===== src/rtl/pg_pkg.sv =====
// Shared definitions for the phase pair generator: counter width, FSM encoding,
// configuration record and its legality check.
package pg_pkg;

    localparam int PG_CNT_W = 32;

    typedef enum logic [1:0] {
        ST_IDLE = 2'd0,
        ST_RUN  = 2'd1,
        ST_STOP = 2'd2
    } pg_state_e;

    typedef struct packed {
        logic [PG_CNT_W-1:0] period;
        logic [PG_CNT_W-1:0] high;
        logic [PG_CNT_W-1:0] delay;
    } pg_cfg_t;

    // A waveform needs at least one low and one high cycle, and the lag must fit in a period.
    function automatic logic cfg_is_valid(input pg_cfg_t c);
        return (c.period >= PG_CNT_W'(2)) &&
               (c.high >= PG_CNT_W'(1)) &&
               (c.high < c.period) &&
               (c.delay < c.period);
    endfunction

endpackage


===== src/rtl/pg_wave_cmp.sv =====
// Combinational phase/compare unit: next levels of sig_x and sig_y for a counter value.
module pg_wave_cmp
    import pg_pkg::*;
#(
    parameter int CNT_W = PG_CNT_W
) (
    input  logic [CNT_W-1:0] cnt,
    input  logic [CNT_W-1:0] period,
    input  logic [CNT_W-1:0] high,
    input  logic [CNT_W-1:0] delay,
    output logic             x_next,
    output logic             y_next
);

    logic [CNT_W-1:0] phase_s;

    // (cnt - delay) mod period without a divider; the intermediate may wrap but the result is < period
    always_comb begin
        if (cnt >= delay) begin
            phase_s = cnt - delay;
        end else begin
            phase_s = cnt + period - delay;
        end
        x_next = (cnt < high);
        y_next = (phase_s < high);
    end

endmodule


===== src/rtl/phase_pair_gen.sv =====
// Two square waves with a common period/high time; sig_y rises exactly delay cycles after sig_x.
// Configuration is double-buffered and only ever takes effect on a period boundary.
module phase_pair_gen
    import pg_pkg::*;
#(
    parameter int CNT_W      = PG_CNT_W,
    parameter int RST_PERIOD = 100,
    parameter int RST_HIGH   = 50,
    parameter int RST_DELAY  = 10
) (
    input  logic             clk,
    input  logic             rst,
    input  logic             en,
    input  logic             cfg_valid,
    output logic             cfg_ready,
    input  logic [CNT_W-1:0] cfg_period,
    input  logic [CNT_W-1:0] cfg_high,
    input  logic [CNT_W-1:0] cfg_delay,
    output logic             sig_x,
    output logic             sig_y,
    output logic             x_rise,
    output logic             running,
    output logic             cfg_err
);

    pg_state_e        state_r, state_nx_s;
    logic [CNT_W-1:0] cnt_r, cnt_nx_s;
    pg_cfg_t          act_r, pend_r, offer_s;
    logic             slot_empty_r, cfg_err_r;
    logic             sig_x_r, sig_y_r, x_rise_r, running_r;
    logic             first_r, first_nx_s;
    logic             x_cmp_s, y_cmp_s, y_gate_s;
    logic             x_nx_s, y_nx_s;
    logic             wrap_s, accept_s, apply_s;

    assign offer_s  = '{period: cfg_period, high: cfg_high, delay: cfg_delay};
    assign accept_s = cfg_valid && slot_empty_r;
    assign wrap_s   = (cnt_r == act_r.period - CNT_W'(1));

    pg_wave_cmp #(.CNT_W(CNT_W)) u_cmp (
        .cnt    (cnt_r),
        .period (act_r.period),
        .high   (act_r.high),
        .delay  (act_r.delay),
        .x_next (x_cmp_s),
        .y_next (y_cmp_s)
    );

    // Next state, counter and wave levels. In the first period after a start or a config
    // change sig_y may not rise before cnt reaches delay, so no spurious partial pulse appears.
    always_comb begin
        state_nx_s = state_r;
        cnt_nx_s   = cnt_r;
        first_nx_s = first_r;
        x_nx_s     = 1'b0;
        y_nx_s     = 1'b0;
        apply_s    = 1'b0;
        if (first_r && (cnt_r < act_r.delay)) begin
            y_gate_s = y_cmp_s && sig_y_r;
        end else begin
            y_gate_s = y_cmp_s;
        end
        case (state_r)
            ST_IDLE: begin
                cnt_nx_s = '0;
                apply_s  = !slot_empty_r;
                if (en) begin
                    state_nx_s = ST_RUN;
                    first_nx_s = 1'b1;
                end else begin
                    first_nx_s = 1'b0;
                end
            end
            ST_RUN: begin
                x_nx_s = x_cmp_s;
                y_nx_s = y_gate_s;
                if (wrap_s) begin
                    cnt_nx_s   = '0;
                    apply_s    = en && !slot_empty_r;
                    first_nx_s = en && !slot_empty_r;
                    if (!en) begin
                        state_nx_s = y_gate_s ? ST_STOP : ST_IDLE;
                    end else begin
                        state_nx_s = ST_RUN;
                    end
                end else begin
                    cnt_nx_s = cnt_r + CNT_W'(1);
                end
            end
            ST_STOP: begin
                // sig_y may only fall here; the FSM leaves as soon as it does
                y_nx_s   = y_cmp_s && sig_y_r;
                cnt_nx_s = wrap_s ? '0 : cnt_r + CNT_W'(1);
                if (!y_nx_s) begin
                    state_nx_s = ST_IDLE;
                    cnt_nx_s   = '0;
                end else begin
                    state_nx_s = ST_STOP;
                end
            end
            default: begin
                state_nx_s = ST_IDLE;
                cnt_nx_s   = '0;
            end
        endcase
    end

    // FSM, counter and registered wave outputs.
    always_ff @(posedge clk or negedge rst) begin
        if (!rst) begin
            state_r   <= ST_IDLE;
            cnt_r     <= '0;
            first_r   <= 1'b0;
            sig_x_r   <= 1'b0;
            sig_y_r   <= 1'b0;
            x_rise_r  <= 1'b0;
            running_r <= 1'b0;
        end else begin
            state_r   <= state_nx_s;
            cnt_r     <= cnt_nx_s;
            first_r   <= first_nx_s;
            sig_x_r   <= x_nx_s;
            sig_y_r   <= y_nx_s;
            x_rise_r  <= x_nx_s && !sig_x_r;
            running_r <= (state_nx_s != ST_IDLE);
        end
    end

    // Config handshake: accept into the pending slot, apply to active on a boundary.
    always_ff @(posedge clk or negedge rst) begin
        if (!rst) begin
            act_r        <= '{period: CNT_W'(RST_PERIOD), high: CNT_W'(RST_HIGH),
                              delay: CNT_W'(RST_DELAY)};
            pend_r       <= '0;
            slot_empty_r <= 1'b1;
            cfg_err_r    <= 1'b0;
        end else if (accept_s) begin
            if (cfg_is_valid(offer_s)) begin
                pend_r       <= offer_s;
                slot_empty_r <= 1'b0;
                cfg_err_r    <= 1'b0;
            end else begin
                cfg_err_r    <= 1'b1;
            end
        end else if (apply_s) begin
            act_r        <= pend_r;
            slot_empty_r <= 1'b1;
        end
    end

    assign cfg_ready = slot_empty_r;
    assign cfg_err   = cfg_err_r;
    assign sig_x     = sig_x_r;
    assign sig_y     = sig_y_r;
    assign x_rise    = x_rise_r;
    assign running   = running_r;

endmodule

===== config.mk =====
export PLATFORM = sky130hd
export DESIGN_NAME = phase_pair_gen
export DESIGN_NICKNAME = d
export VERILOG_FILES = /design/src/rtl/pg_pkg.sv /design/src/rtl/pg_wave_cmp.sv /design/src/rtl/phase_pair_gen.sv
export SDC_FILE = /design/constraint.sdc
export NUM_CORES = 1
export LEC_CHECK = 0
export CORE_UTILIZATION = 40
export DETAILED_ROUTE_END_ITERATION = 6
export SLEW_MARGIN = 20
export SYNTH_ARGS = -nofsm -noshare
export SYNTH_HDL_FRONTEND = slang
export SYNTH_SLANG_ARGS = --single-unit

===== constraint.sdc =====
create_clock -name clk -period 12.1 [get_ports clk]
set_input_delay 2.42 -clock clk [delete_from_list [all_inputs] [get_ports clk]]
set_output_delay 2.42 -clock clk [all_outputs]
set_load 0.01 [all_outputs]

==> impl_results.rst, run 1 <==
.. list-table::
   :header-rows: 1

   * - Metric
     - Value
   * - Share of final-layout standard cells stronger than drive strength 1
     - 9.671%
   * - Sw power
     - 418.6 uW
   * - Hold WC Path Type
     - reg2reg
   * - Critical path data required time
     - 12.50 ns
   * - Mean Syn Cell Area
     - 9.640 um^2
   * - Total congestion overflow
     - 0
   * - Setup bufs post-CTS
     - 0
   * - Period utilization
     - 52.57%
   * - Number of cells on the worst reg-to-reg path
     - 20
   * - Sequential cell area fraction in the yosys report
     - 32.67%
   * - Die Area
     - 45550 um^2
   * - Drt via density
     - 5.552
   * - Routability congestion estimate from global placement
     - 0.9915
   * - Cell depth of the worst min-delay path
     - 1
   * - Starting density of the core
     - 40.53%
   * - Number of detailed-route iterations in the first pass
     - 5
   * - Proportion of netlist area held by the largest area contributor
     - 31.35%
   * - Worst Skew
     - 0.01708 ns
   * - Buffer type at the clock tree root
     - sky130_fd_sc_hd__clkbuf_16
   * - Post-Synthesis Net Count
     - 2181
   * - Area of the core region
     - 44120 um^2
   * - Inserted Clock Buffers
     - 28
   * - Clock tree from TritonCTS
     - built
   * - Reg power frac
     - 44.0%
   * - Filler cell count in the final layout
     - 4316
   * - Count of inserted antenna diode cells
     - 0
   * - Min Hold Slack
     - 0.4702 ns
   * - Number of hold buffers added after CTS
     - 0
   * - Reg2Reg Setup Slack
     - 5.74 ns
   * - TritonCTS Sinks
     - 233
   * - Number of warnings printed during yosys synthesis
     - 0
   * - Drt wl/cell
     - 20.46 um
   * - Yosys cell types
     - 75
   * - Post-layout min period
     - 6.361 ns
   * - Leakage power
     - 0.009799 uW
   * - Highest achievable clock rate
     - 157.2 MHz
   * - Area Growth Syn to Fin
     - 14.79%
   * - Cells taking the most area after synthesis
     - sky130_fd_sc_hd__dfrtp_1 (31%), sky130_fd_sc_hd__ha_1 (14%), sky130_fd_sc_hd__mux2_2 (6.2%)
   * - Setup repair after global routing missed its margin
     - no
   * - Count of antenna-violating nets left after detailed routing
     - 0
   * - Post-Synthesis Cell Area
     - 17880 um^2
   * - Sum Neg Setup Slack
     - 0 ns
   * - Min-Delay Endpoint
     - x_rise
   * - Via count of the first global-routing pass
     - 14225
   * - Number of rows created at floorplan
     - 77
   * - Hold path startpoint
     - sig_x
   * - Crit. Startpoint
     - cnt_r[2]
   * - Number of setup violations in the final report
     - 0
   * - Status
     - completed
   * - Number of violations reported at the end of detailed-routing iteration 0
     - 847
   * - Largest net degree at the start of global routing
     - 107
   * - Sum of routed wire length over all layers
     - 52520 um
   * - Worst reg2reg endpoint
     - cnt_r[24]
   * - Fin cells
     - 2567
   * - Total of max-cap violations
     - 0
   * - Type of the worst setup path
     - reg2reg
   * - Worst-path maximum fanout
     - 32
   * - Proportion of synthesized flip-flops having asynchronous set or reset
     - 100.0%
   * - Final net count
     - 2279
   * - Footprint of the multi-input gates
     - 10980 um^2
   * - Die X
     - 213.4 um
   * - Initial antenna violation count
     - 0
   * - Arrival time at the worst endpoint
     - 6.76 ns
   * - Crit end category
     - register
   * - Deepest level of the CTS H-tree
     - 1
   * - Overall die height
     - 213.4 um
   * - Slew Limit Fails
     - 0
   * - I/O pin total
     - 106
   * - Headroom to the max-slew limit
     - 29.76%
   * - Vias post-DR
     - 14252
   * - IR drop worst, VDD
     - 0.1101 mV
   * - Post-synthesis register bit count
     - 233
   * - Clock buffer depth
     - 3
   * - Final HPWL DP
     - 42460 um
   * - Internal power consumption
     - 1352 uW
   * - Later-pin clock latency in the skew report
     - 0.56 ns
   * - Slew at the pin closest to its max-slew limit
     - 1.051 ns
   * - Total global-route track usage
     - 23.63%
   * - Pwr/cell area
     - 86.27 nW/um^2
   * - Instance count of the mapped netlist
     - 1855
   * - Clock slew seen by the registers of the worst setup and hold paths
     - 0.06 ns
   * - Number of hold violations in the final report
     - 0
   * - Switching share of total power
     - 23.64%
   * - FF/Latch Area
     - 5842 um^2
   * - Clock network fraction of design power
     - 49.8%
   * - Share of total power in combinational logic
     - 6.2%
   * - Number of instances in the placed design
     - 2515
   * - Dominant cell type by area after synthesis
     - sky130_fd_sc_hd__dfrtp_1
   * - Primary flip-flop cell chosen by synthesis mapping
     - sky130_fd_sc_hd__dfrtp_1
   * - Sort of element at the start of the critical path
     - register
   * - DRC violation count after routing
     - 0
   * - Quantity of gates resized following cts
     - 0
   * - Port Buffer Count
     - 105
   * - Number of enable flip-flop cells after synthesis
     - 0
   * - Launching point of the worst reg2reg path
     - cnt_r[2]
   * - First-pass GRT wire length
     - 82030 um
## critical path: stages, from the launching register on
cell	delay, ns
sky130_fd_sc_hd__dfrtp_1	0.56
sky130_fd_sc_hd__inv_1	0.12
sky130_fd_sc_hd__fa_1	0.56
sky130_fd_sc_hd__inv_1	0.05
sky130_fd_sc_hd__ha_1	0.33
sky130_fd_sc_hd__nor2b_1	0.20
sky130_fd_sc_hd__o2111ai_1	0.21
sky130_fd_sc_hd__a211oi_1	0.50
sky130_fd_sc_hd__o211ai_1	0.25
sky130_fd_sc_hd__a311oi_1	0.50
sky130_fd_sc_hd__o2111ai_1	0.21
sky130_fd_sc_hd__a41oi_1	0.31
sky130_fd_sc_hd__o21ai_0	0.13
sky130_fd_sc_hd__o21a_1	0.15
sky130_fd_sc_hd__ha_1	0.29
sky130_fd_sc_hd__nand4_1	0.10
sky130_fd_sc_hd__nor3_1	0.37
sky130_fd_sc_hd__nand3_1	0.18
sky130_fd_sc_hd__o2111a_1	0.30
sky130_fd_sc_hd__o211ai_4	0.75
sky130_fd_sc_hd__nor2_1	0.14
## area by class of cell
class / count / area share [%]
Multi-Input combinational cell: 1348 / 53.51
Inverter: 227 / 4.151
Clock buffer: 34 / 3.767
Tap cell: 592 / 3.608
Sequential cell: 233 / 28.46
Timing Repair Buffer: 115 / 5.510
Clock inverter: 18 / 0.9935
## cells by family (layout without fill, tap and decap cells)
logic type | after synthesis | count (layout) | synth area share [%]
flops | 233 | 233 | 32.67
simple gates | 440 | 440 | 12.62
xor+xnor | 126 | 126 | 6.171
buf+inv | 274 | 394 | 6.052
mux | 197 | 197 | 12.38
fa+ha+maj | 226 | 226 | 17.16
compound gates | 359 | 359 | 12.95
## power groups by stage
stage / clock, uW / combinational, uW / sequential, uW
finish: 881 / 110 / 779
global route: 930 / 123 / 779
CTS: 899 / 111 / 779
detailed placement: 0 / 111 / 793
global placement: 0 / 110 / 793
floorplan: 0 / 34.1 / 794
## cells in the mapped netlist, drive strengths merged, types with 4 or more instances
| library cell | n |
|---|---|
| nor2 | 107 |
| nand3 | 41 |
| o21ai | 84 |
| o22ai | 6 |
| nor2b | 17 |
| a31oi | 15 |
| or3 | 8 |
| xor2 | 38 |
| nor3 | 44 |
| a211oi | 23 |
| and2 | 6 |
| nor3b | 5 |
| o21bai | 9 |
| xnor2 | 88 |
| or4 | 7 |
| o211ai | 14 |
| ha | 194 |
| nand2b | 21 |
| fa | 32 |
| a2111oi | 9 |
| and3 | 11 |
| mux2 | 194 |
| o21a | 11 |
| a21o | 41 |
| inv | 226 |
| a211o | 4 |
| clkbuf | 30 |
| o31ai | 6 |
| a21boi | 4 |
| o2111ai | 7 |
| a221oi | 4 |
| a31o | 4 |
| a21oi | 94 |
| nand2 | 90 |
| dfstp | 9 |
| dfrtp | 224 |
| nor4 | 29 |
| nand4 | 36 |
| buf | 17 |
## per-layer routing
layer	up-vias	share of wire, %	track usage, %
met2	399	43	35.47
met3	74	4.8	2.841
met1	6996	49	35.32
met5	-	0	0
met4	0	3.0	7.094
li1	6783	-	-
## flip-flops by register name, summed over array words and instances, names as in the netlist
register	cells
act_r	96
pend_r	96
cnt_r	32
state_r	2
cfg_err	1
cfg_ready	1
first_r	1
running	1
sig_x	1
sig_y	1
x_rise	1
## layout by cell type, fill, tap and decap left out, types with 25 or more instances in the layout
cell type,instances
sky130_fd_sc_hd__nand3_1,41
sky130_fd_sc_hd__nor4_1,25
sky130_fd_sc_hd__mux2_2,98
sky130_fd_sc_hd__a21oi_1,94
sky130_fd_sc_hd__clkbuf_16,28
sky130_fd_sc_hd__o21ai_0,79
sky130_fd_sc_hd__a21o_1,41
sky130_fd_sc_hd__nor3_1,42
sky130_fd_sc_hd__xnor2_1,88
sky130_fd_sc_hd__nor2_1,106
sky130_fd_sc_hd__nand2_1,90
sky130_fd_sc_hd__mux2_1,96
sky130_fd_sc_hd__xor2_1,38
sky130_fd_sc_hd__dfrtp_1,224
sky130_fd_sc_hd__inv_1,226
sky130_fd_sc_hd__ha_1,194
sky130_fd_sc_hd__nand4_1,36
sky130_fd_sc_hd__fa_1,32
sky130_fd_sc_hd__clkdlybuf4s50_1,104
## stage by stage
stage          total power, uW  util [%]  cell area [um^2]  worst slack [ns]
6_report                  1771     46.52             20530             5.739
3_3_place_gp             903.0     44.31             19550             5.948
4_1_cts                   1790     46.52             20530             5.779
2_1_floorplan            827.8         -             17880             6.525
3_5_place_dp             904.0     44.31             19550             5.794
5_1_grt                   1831     46.52             20530             5.224
## worst max-delay path by stage
stage / endpoint / depth (start not counted)
2_1_floorplan: pend_r[78] / 14
3_3_place_gp: pend_r[37] / 13
3_5_place_dp: cnt_r[31] / 19
4_1_cts: cnt_r[31] / 19
5_1_grt: cnt_r[24] / 20
6_report: cnt_r[24] / 20
Note: power is estimated with default switching activity, not from simulation.
==> inputs of run 2 (changes only) <==
==> constraint.sdc (replaced) <==
create_clock -name clk -period 6.6 [get_ports clk]
set_input_delay 1.32 -clock clk [delete_from_list [all_inputs] [get_ports clk]]
set_output_delay 1.32 -clock clk [all_outputs]
set_load 0.01 [all_outputs]
==> run 2 against run 1 <==
  * Flip-flop and latch count is the same
  * Largest power group unchanged
  * Critical path type unchanged
  * Sequential power rose by 84%
  * Wire length is 0.29% higher
  * Die area did not move
  * Cell count unchanged
  * Total power is 76% higher
  * Combinational power up 85%
  * Non-clock buffer count increased by 2
==> impl_results.rst, run 2 (synthesized netlist as in run 1, its figures left out) <==
.. list-table::
   :header-rows: 1

   * - Metric
     - Value
   * - Status
     - completed
   * - Sum Neg Setup Slack
     - 0 ns
   * - Grt met3 use
     - 1.816%
   * - Most used cells in the layout excluding fill and tap cells
     - sky130_fd_sc_hd__inv_1 (226), sky130_fd_sc_hd__dfrtp_1 (224), sky130_fd_sc_hd__ha_1 (194)
   * - Number of violations reported at the end of detailed-routing iteration 0
     - 958
   * - Number of hold violations in the final report
     - 0
   * - Period utilization
     - 87.83%
   * - First-pass GRT wire length
     - 81560 um
   * - Deepest level of the CTS H-tree
     - 1
   * - Type of the worst setup path
     - reg2reg
   * - Filler cell count in the final layout
     - 4317
   * - Later-pin clock latency in the skew report
     - 0.55 ns
   * - Overall die height
     - 213.4 um
   * - Worst Skew
     - 0.01366 ns
   * - Quantity of gates resized following cts
     - 0
   * - Met1 layer usage reported by global route
     - 35.67%
   * - Inserted Clock Buffers
     - 27
   * - Total of max-cap violations
     - 0
   * - Via count of the first global-routing pass
     - 13956
   * - Min-Delay Endpoint
     - x_rise
   * - Grt peak-use layer
     - met1
   * - Launching point of the worst reg2reg path
     - cnt_r[1]
   * - Buffer type at the clock tree root
     - sky130_fd_sc_hd__clkbuf_16
   * - Number of rows created at floorplan
     - 77
   * - Worst-path maximum fanout
     - 32
   * - Critical path data required time
     - 7.01 ns
   * - Cell depth of the worst min-delay path
     - 1
   * - Routability congestion estimate from global placement
     - 0.9892
   * - Leakage power
     - 0.009779 uW
   * - Drt via density
     - 5.559
   * - Total congestion overflow
     - 0
   * - Number of hold buffers added after CTS
     - 0
   * - Headroom to the max-slew limit
     - 37.50%
   * - Die Area
     - 45550 um^2
   * - Setup repair after global routing missed its margin
     - no
   * - Clock tree from TritonCTS
     - built
   * - Sum of routed wire length over all layers
     - 52680 um
   * - Post-layout min period
     - 5.797 ns
   * - Number of instances in the placed design
     - 2517
   * - Share of the core filled with cells in the final layout
     - 46.39%
   * - Setup bufs post-CTS
     - 0
   * - Number of cells on the worst reg-to-reg path
     - 20
   * - Number of detailed-route iterations in the first pass
     - 5
   * - Count of antenna-violating nets left after detailed routing
     - 0
   * - Reg2Reg Setup Slack
     - 0.80 ns
   * - Arrival time at the worst endpoint
     - 6.21 ns
   * - Met2 Resource Use GR
     - 35.54%
   * - Sort of element at the start of the critical path
     - register
   * - Starting density of the core
     - 40.53%
   * - Number of setup violations in the final report
     - 0
   * - Pre-CTS setup slack
     - 0.8196 ns
   * - Slew at the pin closest to its max-slew limit
     - 0.9375 ns
   * - Final HPWL DP
     - 42640 um
   * - Hold path startpoint
     - sig_x
   * - Largest net degree at the start of global routing
     - 124
   * - Crit end category
     - register
   * - I/O pin total
     - 106
   * - Clock slew seen by the registers of the worst setup and hold paths
     - 0.07 ns
   * - Initial antenna violation count
     - 0
   * - Share of final-layout standard cells stronger than drive strength 1
     - 9.574%
   * - Total global-route track usage
     - 23.47%
   * - Clock buffer depth
     - 3
   * - Slew Limit Fails
     - 0
   * - Vias post-DR
     - 14269
   * - IR drop worst, VDD
     - 0.2223 mV
   * - Port Buffer Count
     - 105
   * - Area of the core region
     - 44120 um^2
   * - Worst reg2reg endpoint
     - cnt_r[8]
   * - Most common cell after layout, fill and taps aside
     - sky130_fd_sc_hd__inv_1
   * - Drt wl/cell
     - 20.52 um
   * - Pwr/cell area
     - 152.4 nW/um^2
   * - Worst setup slack after layout
     - 0.8030 ns
   * - DRC violation count after routing
     - 0
   * - TritonCTS Sinks
     - 233
   * - Total power consumption of the routed design
     - 3120 uW
   * - Fin cells
     - 2567
   * - Top flop regs
     - act_r (96), pend_r (96), cnt_r (32)
   * - Highest achievable clock rate
     - 172.5 MHz
   * - Area Growth Syn to Fin
     - 14.46%
   * - Final net count
     - 2280
   * - Hold WC Path Type
     - reg2reg
   * - Die X
     - 213.4 um
-- run 2: power breakdown --
group | switching (uW) | total [uW] | internal [uW]
Sequential | 0 | 1430 | 1430
Clock | 627 | 1490 | 861
Combinational | 112 | 203 | 91.0
-- run 2: how the worst max path moves through the flow --
stage                  start  slack, ns        end
floorplan           cnt_r[2]       1.68  cnt_r[10]
detailed placement  cnt_r[1]       0.82   cnt_r[3]
global route        cnt_r[2]       0.24  cnt_r[14]
CTS                 cnt_r[1]       0.80   cnt_r[8]
finish              cnt_r[1]       0.80   cnt_r[8]
global placement    cnt_r[1]       0.93   cnt_r[4]
-- run 2: per-layer routing --
metal / routed length, um / vias to the layer above
li1: - / 6789
met1: 26380 / 7030
met2: 22510 / 372
met3: 2262 / 78
met4: 1526 / 0
met5: 0 / -
-- run 2: final cells by class --
type / count / area (um^2) / area share [%]
Timing Repair Buffer: 117 / 1171 / 5.722
Clock buffer: 35 / 765.7 / 3.741
Clock inverter: 14 / 118.9 / 0.5807
Multi-Input combinational cell: 1348 / 10980 / 53.62
Sequential cell: 233 / 5842 / 28.54
Antenna cell: 1 / 2.502 / 0.01223
Tap cell: 592 / 740.7 / 3.619
Inverter: 227 / 852.1 / 4.163
-- run 2: worst max-delay path, stage by stage, from the launching register on --
cell and delay (ns):
sky130_fd_sc_hd__dfrtp_1 0.53, sky130_fd_sc_hd__inv_1 0.11, sky130_fd_sc_hd__fa_1 0.54, sky130_fd_sc_hd__fa_1 0.47
sky130_fd_sc_hd__nor2b_1 0.16, sky130_fd_sc_hd__o2111ai_1 0.19, sky130_fd_sc_hd__a211oi_1 0.45, sky130_fd_sc_hd__o211ai_1 0.26
sky130_fd_sc_hd__a311oi_1 0.47, sky130_fd_sc_hd__o2111ai_1 0.22, sky130_fd_sc_hd__a41oi_1 0.30, sky130_fd_sc_hd__o21ai_0 0.13
sky130_fd_sc_hd__o21a_1 0.13, sky130_fd_sc_hd__ha_1 0.29, sky130_fd_sc_hd__nand4_1 0.09, sky130_fd_sc_hd__nor3_1 0.29
sky130_fd_sc_hd__nand3_1 0.15, sky130_fd_sc_hd__o2111a_1 0.26, sky130_fd_sc_hd__o211ai_2 0.13, sky130_fd_sc_hd__buf_4 0.38
sky130_fd_sc_hd__nor2_1 0.10
-- run 2: through the flow --
stage / area (um^2) / hold slack [ns]
4_1_cts: 20470 / 0.4513
3_5_place_dp: 19580 / 0.4434
2_1_floorplan: 17880 / 0.4581
5_1_grt: 20470 / 0.4667
3_3_place_gp: 19580 / 0.4327
6_report: 20470 / 0.4461
